**config.mk**
```make
export PLATFORM = sky130hd
export DESIGN_NAME = seq_restoring_divider
export DESIGN_NICKNAME = d
export VERILOG_FILES = /design/src/rtl/seq_restoring_divider.sv
export SDC_FILE = /design/constraint.sdc
export NUM_CORES = 1
export LEC_CHECK = 0
export CORE_UTILIZATION = 27
export DETAILED_ROUTE_END_ITERATION = 6
export GPL_ROUTABILITY_DRIVEN = 0
export HOLD_SLACK_MARGIN = 0.12
export SKIP_LAST_GASP = 1
export SLEW_MARGIN = 20
export SYNTH_ARGS = -nofsm -noshare
export SYNTH_HDL_FRONTEND = slang
export SYNTH_SLANG_ARGS = --single-unit
```
**constraint.sdc**
```tcl
create_clock -name clk -period 3.6 [get_ports clk]
set_input_delay 0.9 -clock clk [delete_from_list [all_inputs] [get_ports clk]]
set_output_delay 0.9 -clock clk [all_outputs]
set_load 0.01 [all_outputs]
```
**src/rtl/seq_restoring_divider.sv**
```systemverilog
// Multi-cycle unsigned radix-2 restoring divider with a start/done handshake.
// The design retires one quotient bit per clock, so a result takes n cycles after
// the accepting edge. A zero divisor completes in a single cycle with a flag.
module seq_restoring_divider #(
   parameter int n = 16
) (
   input  logic         clk,
   input  logic         rst_n,
   input  logic         start,
   input  logic [n-1:0] dividend,
   input  logic [n-1:0] divisor,
   output logic         busy,
   output logic         done,
   output logic [n-1:0] quotient,
   output logic [n-1:0] remainder,
   output logic         div_by_zero
);

   localparam int CW = (n > 1) ? $clog2(n) : 1;

   typedef enum logic {IDLE, RUN} state_t;

   state_t         state;
   logic [n-1:0]   prem;       // partial remainder, always < dvsr
   logic [n-1:0]   shreg;      // dividend bits shift out, quotient bits shift in
   logic [n-1:0]   dvsr;
   logic [CW-1:0]  cnt;

   logic [n:0]     shifted;
   logic [n:0]     trial;
   logic           qbit;
   logic [n-1:0]   prem_nxt;
   logic [n-1:0]   shreg_nxt;

   // The trial is one bit wider than the operands, so its top bit is the sign
   // of (shifted - divisor) and no overflow can occur.
   function automatic logic [n:0] trial_sub(input logic [n:0] a, input logic [n-1:0] d);
      return a - {1'b0, d};
   endfunction

   // One restoring step: shift in the next dividend bit, try to subtract the divisor.
   always_comb begin
      shifted   = {prem, shreg[n-1]};
      trial     = trial_sub(shifted, dvsr);
      qbit      = ~trial[n];
      prem_nxt  = qbit ? trial[n-1:0] : shifted[n-1:0];
      shreg_nxt = {shreg[n-2:0], qbit};
   end

   // Control FSM and datapath registers; results are loaded only on completion.
   always_ff @(posedge clk) begin
      if (!rst_n) begin
         state       <= IDLE;
         busy        <= 1'b0;
         done        <= 1'b0;
         quotient    <= '0;
         remainder   <= '0;
         div_by_zero <= 1'b0;
         prem        <= '0;
         shreg       <= '0;
         dvsr        <= '0;
         cnt         <= '0;
      end else begin
         done <= 1'b0;
         case (state)
            IDLE: begin
               if (start) begin
                  if (divisor == '0) begin
                     // Zero divisor never enters RUN: flag it and finish now.
                     quotient    <= '1;
                     remainder   <= dividend;
                     div_by_zero <= 1'b1;
                     done        <= 1'b1;
                  end else begin
                     shreg <= dividend;
                     dvsr  <= divisor;
                     prem  <= '0;
                     cnt   <= '0;
                     busy  <= 1'b1;
                     state <= RUN;
                  end
               end
            end
            RUN: begin
               prem  <= prem_nxt;
               shreg <= shreg_nxt;
               cnt   <= cnt + 1'b1;
               if (cnt == CW'(n - 1)) begin
                  quotient    <= shreg_nxt;
                  remainder   <= prem_nxt;
                  div_by_zero <= 1'b0;
                  done        <= 1'b1;
                  busy        <= 1'b0;
                  state       <= IDLE;
               end
            end
            default: state <= IDLE;
         endcase
      end
   end

endmodule
```
## Yosys cells after proc, flatten, opt, wreduce, memory -nomap -nowiden

Index checks and enable logic that the tools add are counted.

- Bitwise operators: 3
- Equality and inequality tests: 5
- Add/sub/neg operators: 2
- Reduce and logical (&&, ||, !) cells: 5
- Muxes and demuxes: 33

Operator list:

| operator | number |
|---|---|
| $mux 16 | 11 |
| $pmux 16 s2 | 4 |
| $sub 17x16->17 | 1 |
| $logic_not 16->1 | 1 |
| $mux 1 | 11 |
| $reduce_and 3->1 | 3 |
| $mux 4 | 2 |
| $pmux 1 s2 | 4 |
| $pmux 4 s2 | 1 |
| $ne 2x2->1 const B | 3 |
| $add 4x1->4 const B | 1 |
| $eq 4x4->1 const B | 1 |
| $not 1->1 | 3 |
| $ne 2x1->1 const B | 1 |
| $reduce_and 2->1 | 1 |

- Output and inout port bits: 35
- Word-level logic and storage cells: 58
- Bits of input ports: 35
- Register bits after elaboration: 88

## Logic depth before layout (Yosys ltp)

Gate-level depths: netlist of the first run.

- Depth after elaboration: 4
- Gate-level depth with buffers: 11

## Worst setup path before layout of the first run

Ideal clock, no wire load.

- Path kind: register to register
- Start: register shreg[15]
- End: register remainder[14]
- Slack: 1.085 ns
- Period minus slack after synthesis: 2.515 ns
- Stages on the path, launching flop included: 12
- Library setup time: 0.138 ns
- Required time: 3.462 ns
- Arrival: 2.377 ns
- Cell sequence: dfxtp_1 -> inv_1 -> ha_1 -> fa_1 -> nand2b_1 -> a211oi_2 -> o21ba_4 -> nor3_2 -> nor2_2 -> buf_6 -> mux2i_1 -> a21oi_1

- Longest elaborated chain between the ends: 4

Ends and longest elaborated chain:

| element | line | text |
|---|---|---|
| from (decl) | 25 | `logic [n-1:0] shreg;` |
| from (signal assigned) | 75 | `shreg <= dividend;` |
| from (signal assigned) | 86 | `shreg <= shreg_nxt;` |
| $sub 17x16->17 | 38 | `return a - {1'b0, d};` |
| $mux 16 | 46 | `prem_nxt = qbit ? trial[n-1:0] : shifted[n-1:0];` |
| $mux 16 | 88 | `if (cnt == CW'(n - 1)) begin` |
| $pmux 16 s2 | 65 | `case (state)` |
| to (signal assigned) | 71 | `remainder <= dividend;` |
| to (signal assigned) | 90 | `remainder <= prem_nxt;` |
| to (decl) | 15 | `output logic [n-1:0] remainder,` |

No other way between the ends. The select of a mux whose other input is x is not followed.
A chain may end at the register's enable or synchronous reset.

## Final worst setup path of the first run

- Start: register shreg[15]
- End: register remainder[10]

The elaborated chain is that of the path after synthesis.

==> summary.md, run 1 <==
| Metric | Value |
|---|---|
| Fillers | 1,743 |
| Placement Rows | 47 |
| Worst Path Arrival | 3.34 ns |
| Async SR Flop Fraction | 0 |
| Reg area | 1760 um2 |
| Half-perimeter wire length after placement | 9220 um |
| Area post-placement | 5520 um2 |
| Drt wl/cell | 14.7 um |
| Ant. Diodes | 0 |
| Initial core utilization | 0.278 |
| DR vias | 4,151 |
| Worst path max stage delay | 0.62 ns |
| # Max-Cap Violations | 0 |
| Synthesized area | 4620 um2 |
| Vias in the first global route | 3,695 |
| I/O Buffers | 69 |
| Routed wl met3 | 721 um |
| Synth warnings | 0 |
| # resized after CTS | 0 |
| Largest net degree at the start of global routing | 48 |
| Top cell type's share of synthesized area | 0.381 |
| Syn Nets | 626 |
| Cells after synthesis | 573 |
| Final min period | 3.11 ns |
| Core Box Area | 16,600 um2 |
| Worst Tran Pin Value | 1.06 ns |
| Initial antenna violation count | 0 |
| Critical-path maximum fanout | 14 |
| Commonest cells post-synth | 88 x dfxtp_1, 86 x nand2_1, 55 x nor2_1, 42 x o21ai_0, 32 x a21boi_0 |
| Sequential area share after synthesis | 0.381 |
| Top routing layer in use | met4 |
| CTS H-tree lvls | 3 |
| Relative slew margins | 0.291 |
| Cts hold-fix bufs | 0 |
| Clock Sinks | 88 |
| Most common cell in the netlist | dfxtp_1 |
| Clock tree buffer depth | 2 |
| P per Cell Area | 723 nW/um2 |
| IO Pins | 70 |
| Synth Area per Inst | 8.07 um2 |
| Cts bufs inserted | 9 |
| RSZ-0062 raised after global routing | no |
| Worst setup SP type | register |
| CTS tree | built |
| Setup Total Neg Slack | 0 ns |
| Largest cells by area after synthesis | dfxtp_1 38%, nand2_1 7.0%, a21boi_0 5.2% |
| NumNets Final | 681 |
| Synth cell types | 53 |
| Met1 WL | 6480 um |
| F_max | 0.322 GHz |
| Area of the multi-input gates | 2620 um2 |
| Post-synth top flop | dfxtp_1 |
| Met2 Wirelength | 5290 um |
| Maximum VDD drop | 0.000291 V |
| Slowest cell on the critical path | nor2_2 |
| DIE AREA | 17,600 um2 |
| Root buffer cell | clkbuf_16 |
| DRC Markers | 0 |
| Area delta synth->final | 26.4% |
| Global-route usage over all layers | 0.145 |
| First-pass DRT Iterations | 4 |
| Clk_skew | 0.00735 ns |
| HP Class | register to register |
| Post-synth top area cell | dfxtp_1 |
| Clock latency at the later pin of the worst-skew pair | 0.34 ns |
| Crit Path Category | register to register |
| Vias per inst | 4.87 |
| Leakage power | 2.18 nW |
| Post-synth EDFFs | 0 |
| Worst-path cell chain | inv_1 > ha_1 > fa_1 > nand2b_1 > a211oi_2 > o21ba_4 > nor3_2 > nor2_2 > buf_4 > o21ai_0 > o221a_2 |
| Die width | 133 um |
| Count of state elements after synthesis | 88 |
| Clock Pin Slew Worst Setup and Hold Paths | 0.06 ns |
| Routed WL | 12,500 um |
| Initial drt markers | 227 |
| Finished layout cell area | 5840 um2 |
| Period utilisation layout | 0.863 |
| Routed Antenna Nets | 0 |
| Outcome | finished, final reports clean |
| Final Max Slew Viols | 0 |
| Crit. End Element | register |
| Die Ht | 133 um |
| Worst EP required | 3.83 ns |
| Post-CTS Setup Bufs | 0 |
| Final setup violation count | 0 |
| Gr ovfl total | 0 |
| Ratio of cells with drive above 1 in the final layout | 0.0680 |
| Wire length of the first global-routing pass | 20,200 um |
| Fin. Hold Viols | 0 |
final cells by class:
cell class                      instances  area share
Clock inverter                          6      0.0158
Sequential cell                        88       0.302
Clock buffer                            9      0.0386
Tap cell                              220      0.0471
Multi-Input combinational cell        427       0.448
Inverter                               21      0.0135
Timing Repair Buffer                   81       0.135
cells in the final DEF (no fill, tap or decap), drive strengths merged, types with 11 or more instances in the layout:
master / instances
a21oi: 27
o211ai: 11
a21boi: 32
nor2: 56
nand4: 13
nand2: 86
nand3: 12
clkdlybuf4s50: 68
inv: 23
o221ai: 15
o21a: 11
o21ai: 46
buf: 13
ha: 17
dfxtp: 88
power by group:
group          internal, W  switching, W  total (W)
registers          0.00106     0.0000937    0.00116
logic             0.000829       0.00122    0.00205
clock network     0.000609      0.000403    0.00101
total              0.00250       0.00172    0.00422
sequential cells by signal, indices dropped and copies added, names as in the netlist:
name and flops:
shreg 16, remainder 16, prem 16, cnt 4, div_by_zero 1, quotient 16
state 1, dvsr 16, busy 1, done 1
per-layer routing:
| layer | global-route usage | vias up |
|---|---|---|
| met3 | 0.0330 | 2 |
| met2 | 0.210 | 111 |
| met5 | 0 | - |
| met1 | 0.218 | 1891 |
| met4 | 0.0249 | 0 |
| li1 | - | 2147 |
final timing paths:
path,from,endpoint,slack (ns),cells after the start
worst max-delay path,shreg[15],remainder[10],0.49,11
worst min-delay path,dvsr[8],dvsr[8],0.46,2
worst max register to register,shreg[15],remainder[10],0.49,11
worst min register to register,dvsr[8],dvsr[8],0.46,2
worst max-delay path: cells and delay by family (launching register included):
| kind | cells | cell delay, ns |
|---|---|---|
| simple gates | 3 | 0.88 |
| compound gates | 4 | 0.83 |
| fa+ha+maj | 2 | 0.64 |
| flops | 1 | 0.32 |
| buf+inv | 2 | 0.32 |
cell families (layout without fill, tap and decap cells):
logic type | after synthesis | count (layout) | synth area share
compound gates | 181 | 181 | 0.274
flops | 88 | 88 | 0.381
buf+inv | 58 | 117 | 0.0533
fa+ha+maj | 18 | 18 | 0.0504
mux | 7 | 7 | 0.0152
xor+xnor | 11 | 11 | 0.0208
simple gates | 210 | 210 | 0.205
per-stage QoR:
step / total power [W] / cells / worst slack, ns / hold slack, ns / utilization
after floorplan: 0.00275 / 573 / 1.08 / 0.443 / -
after global placement: 0.00321 / 837 / 0.452 / 0.448 / 0.332
after detailed placement: 0.00321 / 837 / 0.416 / 0.456 / 0.332
after CTS: 0.00423 / 852 / 0.488 / 0.464 / 0.351
after global routing: 0.00452 / 852 / 0.292 / 0.480 / 0.351
final: 0.00422 / 852 / 0.493 / 0.459 / 0.351
Note: power is estimated with default switching activity, not from simulation.
==> inputs of run 2 (changes only) <==
--- a/config.mk
+++ b/config.mk
@@ -10,7 +10,6 @@
 export GPL_ROUTABILITY_DRIVEN = 0
 export HOLD_SLACK_MARGIN = 0.12
 export SKIP_LAST_GASP = 1
-export SLEW_MARGIN = 20
 export SYNTH_ARGS = -nofsm -noshare
 export SYNTH_HDL_FRONTEND = slang
 export SYNTH_SLANG_ARGS = --single-unit
==> results of run 2 <==
Final layout, timing and power as in run 1 (identical DEF).
